<file path="src/rtl/pipeline_ctrl_pkg.sv">
// Shared definitions for the pipeline sequencer: FSM state encodings and
// ID/EX mem-field layout.
package pipeline_ctrl_pkg;

  typedef enum logic [1:0] {
    ST_RUN  = 2'd0,
    ST_HALT = 2'd1,
    ST_STEP = 2'd2
  } ctrl_state_e;

  // Bit position of MemRead inside the ID/EX mem control field
  localparam int unsigned IDEX_MEM_MEMREAD_BIT = 1;

endpackage

</file>
<file path="src/rtl/pipeline_ctrl_hazard_detect.sv">
// Load-use hazard compare: the load in ID/EX writes a register that the
// instruction in ID reads.
module hazard_detect
  import pipeline_ctrl_pkg::*;
(
  input  logic [4:0] ifid_rs,
  input  logic [4:0] ifid_rt,
  input  logic       ifid_uses_rt,
  input  logic [4:0] idex_rt,
  input  logic       idex_memread,
  output logic       load_use
);

  logic rs_match;
  logic rt_match;

  always_comb begin
    rs_match = (idex_rt == ifid_rs);
    rt_match = ifid_uses_rt & (idex_rt == ifid_rt);
    // $0 is never a real destination, so a load into it cannot hazard
    load_use = idex_memread & (idex_rt != 5'd0) & (rs_match | rt_match);
  end

endmodule

</file>
<file path="src/rtl/pipeline_ctrl.sv">
// Pipeline register / PC sequencer with load-use stall, branch flush and
// debug HALT/STEP/RUN. Optional perf counters under PIPE_CTRL_PERF_EN.
module pipeline_ctrl
  import pipeline_ctrl_pkg::*;
#(
  parameter int unsigned LOAD_STALL_CYCLES = 1,
  parameter bit          START_HALTED      = 1'b0
) (
  input  logic        i_clock,
  input  logic        i_reset,
  input  logic [4:0]  i_ifid_rs,
  input  logic [4:0]  i_ifid_rt,
  input  logic        i_ifid_uses_rt,
  input  logic [4:0]  i_idex_rt,
  input  logic        i_idex_memread,
  input  logic        i_branch_taken,
  input  logic        i_halt_instr,
  input  logic        i_dbg_halt,
  input  logic        i_dbg_step,
  input  logic        i_dbg_run,
  output logic        o_pc_write,
  output logic        o_ifid_write,
  output logic        o_ifid_flush,
  output logic        o_idex_write,
  output logic        o_idex_bubble,
  output logic        o_exmem_write,
  output logic        o_memwb_write,
  output logic        o_halted,
  output logic [31:0] o_stall_count,
  output logic [31:0] o_flush_count,
  output logic [31:0] o_cycle_count
);

  localparam int unsigned     STALL_W      = $clog2(LOAD_STALL_CYCLES + 1);
  localparam logic [STALL_W-1:0] STALL_RELOAD = STALL_W'(LOAD_STALL_CYCLES - 1);
  localparam ctrl_state_e     RESET_STATE  = START_HALTED ? ST_HALT : ST_RUN;

  ctrl_state_e        state, state_nxt;
  logic [STALL_W-1:0] stall_cnt, stall_cnt_nxt;
  logic               load_use;
  logic               tick;
  logic               flush;
  logic               stall;

  hazard_detect u_hazard (
    .ifid_rs      (i_ifid_rs),
    .ifid_rt      (i_ifid_rt),
    .ifid_uses_rt (i_ifid_uses_rt),
    .idex_rt      (i_idex_rt),
    .idex_memread (i_idex_memread),
    .load_use     (load_use)
  );

  always_ff @(posedge i_clock or posedge i_reset) begin
    if (i_reset) begin
      state     <= RESET_STATE;
      stall_cnt <= '0;
    end else begin
      state     <= state_nxt;
      stall_cnt <= stall_cnt_nxt;
    end
  end

  always_comb begin
    state_nxt = state;
    unique case (state)
      ST_RUN:  if (i_dbg_halt || i_halt_instr) state_nxt = ST_HALT;
      ST_HALT: begin
        if (i_dbg_halt)      state_nxt = ST_HALT;
        else if (i_dbg_step) state_nxt = ST_STEP;
        else if (i_dbg_run)  state_nxt = ST_RUN;
      end
      ST_STEP: state_nxt = ST_HALT;
      default: state_nxt = RESET_STATE;
    endcase
  end

  // Stall counter holds the remaining extra stall cycles and is frozen in
  // HALT, so a stall interrupted by a debug halt resumes on STEP/RUN.
  always_comb begin
    tick          = (state != ST_HALT);
    flush         = tick & i_branch_taken;
    stall         = tick & ~flush & ((stall_cnt != '0) | load_use);
    stall_cnt_nxt = stall_cnt;
    if (tick) begin
      if (flush)                  stall_cnt_nxt = '0;
      else if (stall_cnt != '0)   stall_cnt_nxt = stall_cnt - 1'b1;
      else if (load_use)          stall_cnt_nxt = STALL_RELOAD;
    end
  end

  assign o_pc_write    = tick & ~stall;
  assign o_ifid_write  = tick & ~stall;
  assign o_ifid_flush  = flush;
  assign o_idex_bubble = tick & (stall | flush);
  assign o_idex_write  = tick;
  assign o_exmem_write = tick;
  assign o_memwb_write = tick;
  assign o_halted      = ~tick;

`ifdef PIPE_CTRL_PERF_EN
  logic [31:0] stall_q, flush_q, cycle_q;

  always_ff @(posedge i_clock or posedge i_reset) begin
    if (i_reset) begin
      stall_q <= '0;
      flush_q <= '0;
      cycle_q <= '0;
    end else begin
      if (tick)  cycle_q <= cycle_q + 32'd1;
      if (stall) stall_q <= stall_q + 32'd1;
      if (flush) flush_q <= flush_q + 32'd1;
    end
  end

  assign o_stall_count = stall_q;
  assign o_flush_count = flush_q;
  assign o_cycle_count = cycle_q;
`else
  assign o_stall_count = '0;
  assign o_flush_count = '0;
  assign o_cycle_count = '0;
`endif

endmodule

</file>
<file path="config.mk">
export PLATFORM = sky130hd
export DESIGN_NAME = pipeline_ctrl
export DESIGN_NICKNAME = d
export VERILOG_FILES = /design/src/rtl/pipeline_ctrl_pkg.sv /design/src/rtl/pipeline_ctrl_hazard_detect.sv /design/src/rtl/pipeline_ctrl.sv
export SDC_FILE = /design/constraint.sdc
export NUM_CORES = 1
export LEC_CHECK = 0
export CORE_UTILIZATION = 28
export DETAILED_ROUTE_END_ITERATION = 7
export HOLD_SLACK_MARGIN = 0.02
export PLACE_DENSITY = 0.94
export SYNTH_ARGS = -nofsm -noshare
export SYNTH_HDL_FRONTEND = slang
export SYNTH_HIERARCHICAL = 1
export SYNTH_SLANG_ARGS = --single-unit
</file>
<file path="constraint.sdc">
create_clock -name i_clock -period 3.6 [get_ports i_clock]
set_input_delay 0.72 -clock i_clock [delete_from_list [all_inputs] [get_ports i_clock]]
set_output_delay 0.72 -clock i_clock [all_outputs]
set_load 0.005 [all_outputs]
</file>
-- Yosys cells after proc, flatten, opt, wreduce, memory -nomap -nowiden
Cells that the tools add are included.
- order comparisons: 0
- add/sub/neg operators: 1
- shift operators: 0
- $mul: 0
- div/mod/pow operators: 0
- eq/ne operators: 7
- mux-type cells: 7
- bitwise logic cells: 14
- reductions and logical operators: 4
- operators by type and width (kind ; number):
    5-bit equality test ; 2
    1-bit AND ; 8
    2-bit 2-to-1 mux ; 4
    2-bit case mux with 3 select lines ; 1
    5-bit nonzero test ; 1
    4-bit != test, second input constant ; 1
    1-bit inverter ; 3
    1-bit OR ; 3
    2-bit by 1-bit equality test with 1-bit output, second input constant ; 1
    2-bit equality test, second input constant ; 1
    2-bit zero test ; 1
    1-bit 2-to-1 mux ; 2
    2-bit by 1-bit != test with 1-bit output, second input constant ; 1
    2-bit != test, second input constant ; 1
    2-bit AND reduction ; 1
    1-bit logical OR ; 1
    1-bit subtractor, second input constant ; 1
- memories: 0
- output and inout bits: 104
- register bits after elaboration: 3
- input port bits: 24
- logic and storage cells: 35
- latch bits: 0
- bits in read-only memories: 0
- memory bits (writable): 0

-- Longest topological paths before layout
Gate-level depths: netlist of the first run.
- depth in word-level cells: 8
- mapped depth: 6
- gate-level depth less buffers: 6

-- Modules after synthesis
Netlist of the first run, hierarchy kept.
- modules (own cells, without submodules) (module ; instances ; sequential area each (µm²) ; area each (µm²) ; cells an instance):
    pipeline_ctrl ; 1 ; 50.0 ; 873.3 ; 115
    hazard_detect ; 1 ; 0.0 ; 132.6 ; 17

-- Worst setup path after synthesis of the first run
OpenSTA, ideal clock, no wires.
- path type: input to output
- start: input i_idex_rt[0]
- end: output o_pc_write
- path slack: 1.134 ns
- cell stages on the path: 5
- path buffers: 1
- arrival: 1.746 ns
- data required time: 2.880 ns
- path through: or4_1 o21ai_1 a21oi_1 a21oi_1 buf_4
- longest elaborated chain between the ends: 8
- elaborated cells on any way between the ends: 11
- classes of those cells: eq/ne (2); bitwise (8); reduce/logical (1)
- RTL lines (item ; line ; source):
    start, declared ; pipeline_ctrl.sv:14 ; input logic [4:0] i_idex_rt,
    5-bit equality test ; pipeline_ctrl_hazard_detect.sv:19 ; rt_match = ifid_uses_rt & (idex_rt == ifid_rt);
    1-bit AND ; pipeline_ctrl_hazard_detect.sv:19 ;
    1-bit OR ; pipeline_ctrl_hazard_detect.sv:21 ; load_use = idex_memread & (idex_rt != 5'd0) & (rs_match | rt_match);
    1-bit AND (*) ; pipeline_ctrl_hazard_detect.sv:21 ;
    net load_use ; pipeline_ctrl.sv:40 ; logic load_use;
    1-bit OR (*) ; pipeline_ctrl.sv:83 ; stall = tick & ~flush & ((stall_cnt != '0) | load_use);
    1-bit AND (*) ; pipeline_ctrl.sv:83 ;
    1-bit inverter (*) ; - ;
    1-bit AND (*) ; - ;
    end, declared ; pipeline_ctrl.sv:21 ; output logic o_pc_write,
Mark *: on every way through the listed nets, which the timed path passes. The rest lies on a longest branch.

-- Worst setup path in the final report of the first run
- start: input i_idex_rt[4]
- end: output o_pc_write
- longest elaborated chain between the ends: 8
- elaborated cells on any way between the ends: 11
- classes of those cells: eq/ne (2); bitwise (8); reduce/logical (1)
- RTL lines (item ; line ; source):
    5-bit equality test ; pipeline_ctrl_hazard_detect.sv:19 ;
    1-bit AND ; pipeline_ctrl_hazard_detect.sv:19 ;
    1-bit OR ; pipeline_ctrl_hazard_detect.sv:21 ;
    1-bit AND (*) ; pipeline_ctrl_hazard_detect.sv:21 ;
    net load_use ; pipeline_ctrl.sv:40 ;
    1-bit OR (*) ; pipeline_ctrl.sv:83 ;
    1-bit AND (*) ; pipeline_ctrl.sv:83 ;
    1-bit inverter (*) ; pipeline_ctrl.sv:92 ; assign o_pc_write = tick & ~stall;
    1-bit AND (*) ; pipeline_ctrl.sv:92 ;
Marks and branches as above.

==> results.ini, run 1 <==
[outcome]
outcome=finished clean

[setup_path]
r2r_start=state[0]
r2r_slack_ns=2.73
worst-endpoint-arrival_ns=2.67
worst-r2r-cell-count=2
timing.rr.end=state[0]
cp-start-kind=input port
critPathMaxFanout=3
crit_type=input port to output port
end_kind=output port
cp.required_ns=2.88
cp-startpoint=i_idex_rt[4]
endpoint=o_pc_write

[cts]
clk_latency_ns=0.22
clk_pin_slew_ns=0.03
cts_root_buffer=clkbuf_4
cts_tree=done
postCtsSetupRepairBufs=0
cts.path.max_buffers=2
cts_sinks=2
ctsResizeCount=0
cts_max_level=1
cts_hold_buf=0
cts_buffers=3

[logic_synthesis]
synth.distinct_cells=18
synthTopCellsByArea=buf_4 (74%), xor2_1 (6.1%), dfrtp_1 (5.0%)
syn_area_mm2=0.00101
ys_seq_elements=2
synth_seq_area_share_pct=4.98
syn_area_per_cell_um2=7.62
synth_top_cell_area_share_pct=73.9
synth_top_area_cell=buf_4
synthCells=132
yosys_warnings=6

[detailed_routing]
num_vias=621
wirelength_um=1460
drt_iter0_drc=3
wl_per_cell_um=7.04
drc=0
vias_per_cell=2.99
dr.pass1.iters=2
drtAntennaViolNets=0

[finish]
regMostFlops=state
multi_input_area_um2=562
nets=188
final_common_cell=conb_1
most-common-layout-cells=conb_1 (96), clkdlybuf4s50_1 (31), xor2_1 (7)
stdcell_count=208
register_area_um2=50.0
postLayoutCoreUtil_pct=29.9
layout-drive-gt1-share_pct=4.94
diodes=0
reg_top3=state x2
largest_register_ffs=2
area_growth_pct=0.746
fillers=367

[timing]
finalSetupTns_ns=0
post-route-min-period_ns=3.39
setup_viol=0
hold_viol=0
grt_setup_unrepaired=no
fin_crit_sh_pct=94.3
fin_skew_ns=0.00351
slew_violations=0
fmax_ghz=0.295

[placed_design]
hpwl_um=1420
place_inst=205
gp_congestion=0.696
port_buffers=31

[run]
max_cap_violations=0

[global_route]
overflow=0
grtUsageTotal_pct=7.01
antenna_found_initial=0
grt_max_degree=6
grt_first_pass_wirelength_um=1810
grt_pass1_vias=454

[floorplan]
rows=21
die_h_um=61.9
core_mm2=0.00339
die_x_um=61.9
dieArea_mm2=0.00384
io_pins=128
initial_core_util_pct=29.7

[pwr]
power_density_mw_per_mm2=197
p_leak_nw=0.549
max-vdd-ir-drop_uv=79.8

[min_path]
worstHoldPathType=flip-flop to flip-flop
holdCritStartpoint=state[0]

how the worst min path moves through the flow:
stage / to / depth (start not counted) / slack [ns]
after CTS: state[0] / 1 / 0.53
after global placement: state[0] / 1 / 0.52
after floorplan: state[0] / 1 / 0.46
after detailed placement: state[0] / 1 / 0.53
after global routing: state[0] / 1 / 0.55
final: state[0] / 1 / 0.53
per-stage QoR:
step / setup WS, ns / cell area (um2) / hold WS [ns] / power (mW)
after floorplan: 1.13 / 1360 / 0.461 / 0.164
after global placement: 0.226 / 987 / 0.524 / 0.147
after detailed placement: 0.149 / 987 / 0.532 / 0.149
after CTS: 0.135 / 1010 / 0.532 / 0.202
after global routing: 0.0677 / 1010 / 0.552 / 0.226
final: 0.206 / 1010 / 0.528 / 0.200
Yosys cell counts (all sizes together):
cell,instances
buf,99
o21ai,1
dfrtp,2
nor3,1
nor3b,1
or4,1
xor2,7
nand2b,1
nor4,2
a21oi,3
inv,3
xnor2,3
nand3,2
nor2,4
conb,1
o21bai,1
worst max-delay path: stages:
cell             delay [ns]
clkdlybuf4s50_1        0.48
or4_1                  0.55
o21ai_1                0.13
a21oi_1                0.07
a21oi_2                0.18
clkdlybuf4s50_1        0.54
where the power goes:
group	switching, mW	internal, mW
clock	0.0126	0.0368
sequential	0.00320	0.0256
combinational	0.0582	0.0636
routing by layer:
layer	vias up	global-route usage (%)	wire length, um
met3	2	1.04	208
met1	269	4.43	322
met5	-	0	0
li1	274	-	-
met2	76	16.0	909
met4	0	5.71	23
layout make-up:
| class | count | share of cell area, % |
|---|---|---|
| multi-input cells | 123 | 55.4 |
| inverters | 3 | 1.11 |
| well taps | 46 | 5.68 |
| clock buffers | 3 | 2.22 |
| flip-flops and latches | 2 | 4.94 |
| repair buffers | 31 | 30.6 |
kinds of logic after synthesis:
| group | after synthesis | share of synthesized area, % |
|---|---|---|
| compound gates | 5 | 2.74 |
| xor+xnor | 10 | 8.71 |
| buf+inv | 102 | 75.0 |
| flops | 2 | 4.98 |
| other cells | 1 | 0.373 |
| simple gates | 12 | 8.21 |
No activity file was read; power rests on OpenSTA's default activity.
==> run 2, diff against run 1 <==
- CORE_UTILIZATION: 28 -> 29
- CTS_BUF_LIST: unset -> sky130_fd_sc_hd__clkbuf_8
- PLACE_DENSITY: 0.94 -> 0.95
==> results.ini, run 2 (synthesis results as in run 1) <==
[floorplan]
dieArea_mm2=0.00371
initial_core_util_pct=30.1
rows=21
core_mm2=0.00334
die_x_um=60.9
die_h_um=60.9
io_pins=128

[global_route]
grt_busiest_layer=met2
antenna_found_initial=0
grt_first_pass_wirelength_um=1610
overflow=0
global_route.usage.met1_pct=4.57
grt_max_degree=6
grt_use_met3_pct=1.71
grtUsageTotal_pct=6.12
grt_pass1_vias=421
gr-usage-met2_pct=13.0

[detailed_routing]
vias_per_cell=2.91
num_vias=605
wirelength_um=1280
dr.pass1.iters=4
drtAntennaViolNets=0
drc=0
drt_iter0_drc=8
wl_per_cell_um=6.13

[finish]
area_growth_pct=2.24
multi_input_area_um2=558
fillers=361
nets=188
register_area_um2=50.0
reg_top3=state x2
final_common_cell=conb_1
most-common-layout-cells=conb_1 (96), clkdlybuf4s50_1 (31), xor2_1 (7)
regMostFlops=state
largest_register_ffs=2
diodes=0
stdcell_count=208
final_area_mm2=0.00103
layout-drive-gt1-share_pct=4.32

[pwr]
power_density_mw_per_mm2=229
seqPwrFrac_pct=12.2
p_int_uw=159
p_comb_share_pct=50.4
swShare_pct=32.3
clkPwrFrac_pct=37.3
max-vdd-ir-drop_uv=86.1
total_power_uw=235
net-switching-power_uw=76.1
p_leak_nw=0.557

[cts]
cts_hold_buf=0
cts_max_level=1
cts_buffers=3
cts.path.max_buffers=2
clk_pin_slew_ns=0.03
ctsResizeCount=0
cts_root_buffer=clkbuf_8
cts_tree=done
postCtsSetupRepairBufs=0
cts_sinks=2
clk_latency_ns=0.21

[timing]
setup_viol=0
grt_setup_unrepaired=no
whs_ns=0.528
hold_viol=0
finalSetupTns_ns=0
fin_skew_ns=0.000484
slew_violations=0
post-route-min-period_ns=3.37
fmax_ghz=0.296
fin_crit_sh_pct=93.7

[placed_design]
gp_congestion=0.692
place_inst=205
port_buffers=31
hpwl_um=1220
placed_area_um2=987

[setup_path]
cp.required_ns=2.88
cp-start-kind=input port
crit_slowest_cell=clkdlybuf4s50_1
crit_path_max_incr_delay_ns=0.55
worstPathCellList=clkdlybuf4s50_1 > or4_1 > o21ai_1 > a21oi_1 > a21oi_1 > clkdlybuf4s50_1
crit_type=input port to output port
worst-endpoint-arrival_ns=2.65
critPathMaxFanout=3
end_kind=output port

[run]
max_cap_violations=0

[outcome]
outcome=finished clean

[min_path]
worstHoldPathType=flip-flop to flip-flop

[run 2: cell counts in the layout (fill, tap and decap cells not counted)]
Identical to the previous run, type by type.
[run 2: path summary, 6_finish.rpt]
path                               to  slack, ns  depth (start not counted)          from
max in group asynchronous    state[0]       2.83                          2       i_reset
min                          state[0]       0.53                          1      state[0]
min in group asynchronous    state[1]       0.66                          2       i_reset
max                        o_pc_write       0.23                          6  i_idex_rt[0]
max reg2reg                  state[0]       2.71                          2      state[0]
min reg2reg                  state[0]       0.53                          1      state[0]
[run 2: worst max-delay path: cells and delay by family]
kind | cells | cell delay (ns)
compound gates | 3 | 0.37
buf+inv | 2 | 1.02
simple gates | 1 | 0.53
[run 2: final cells by class]
class	count	share of cell area, %
multi-input combinational	123	54.3
timing repair buffer	31	30.2
clock buffer	3	4.01
sequential	2	4.87
inverter	3	1.09
tap	46	5.60
[run 2: routing by layer]
metal,part of all wire [%],up-vias
met2,62,74
met4,0,0
li1,-,273
met5,0,-
met3,14,0
met1,24,258
[run 2: stage by stage]
| step | utilization, % | setup WS (ns) |
|---|---|---|
| floorplan | - | 1.13 |
| global placement | 29.6 | 0.216 |
| detailed placement | 29.6 | 0.197 |
| CTS | 30.8 | 0.190 |
| global route | 30.8 | 0.0914 |
| finish | 30.8 | 0.226 |
[run 2: power by group through the flow]
| stage | clock, mW | sequential [mW] | combinational [mW] |
|---|---|---|---|
| final | 0.0879 | 0.0288 | 0.119 |
| after global routing | 0.0925 | 0.0290 | 0.137 |
| after CTS | 0.0919 | 0.0287 | 0.119 |
| after detailed placement | 0 | 0.0289 | 0.119 |
| after global placement | 0 | 0.0287 | 0.117 |
| after floorplan | 0 | 0.0285 | 0.136 |
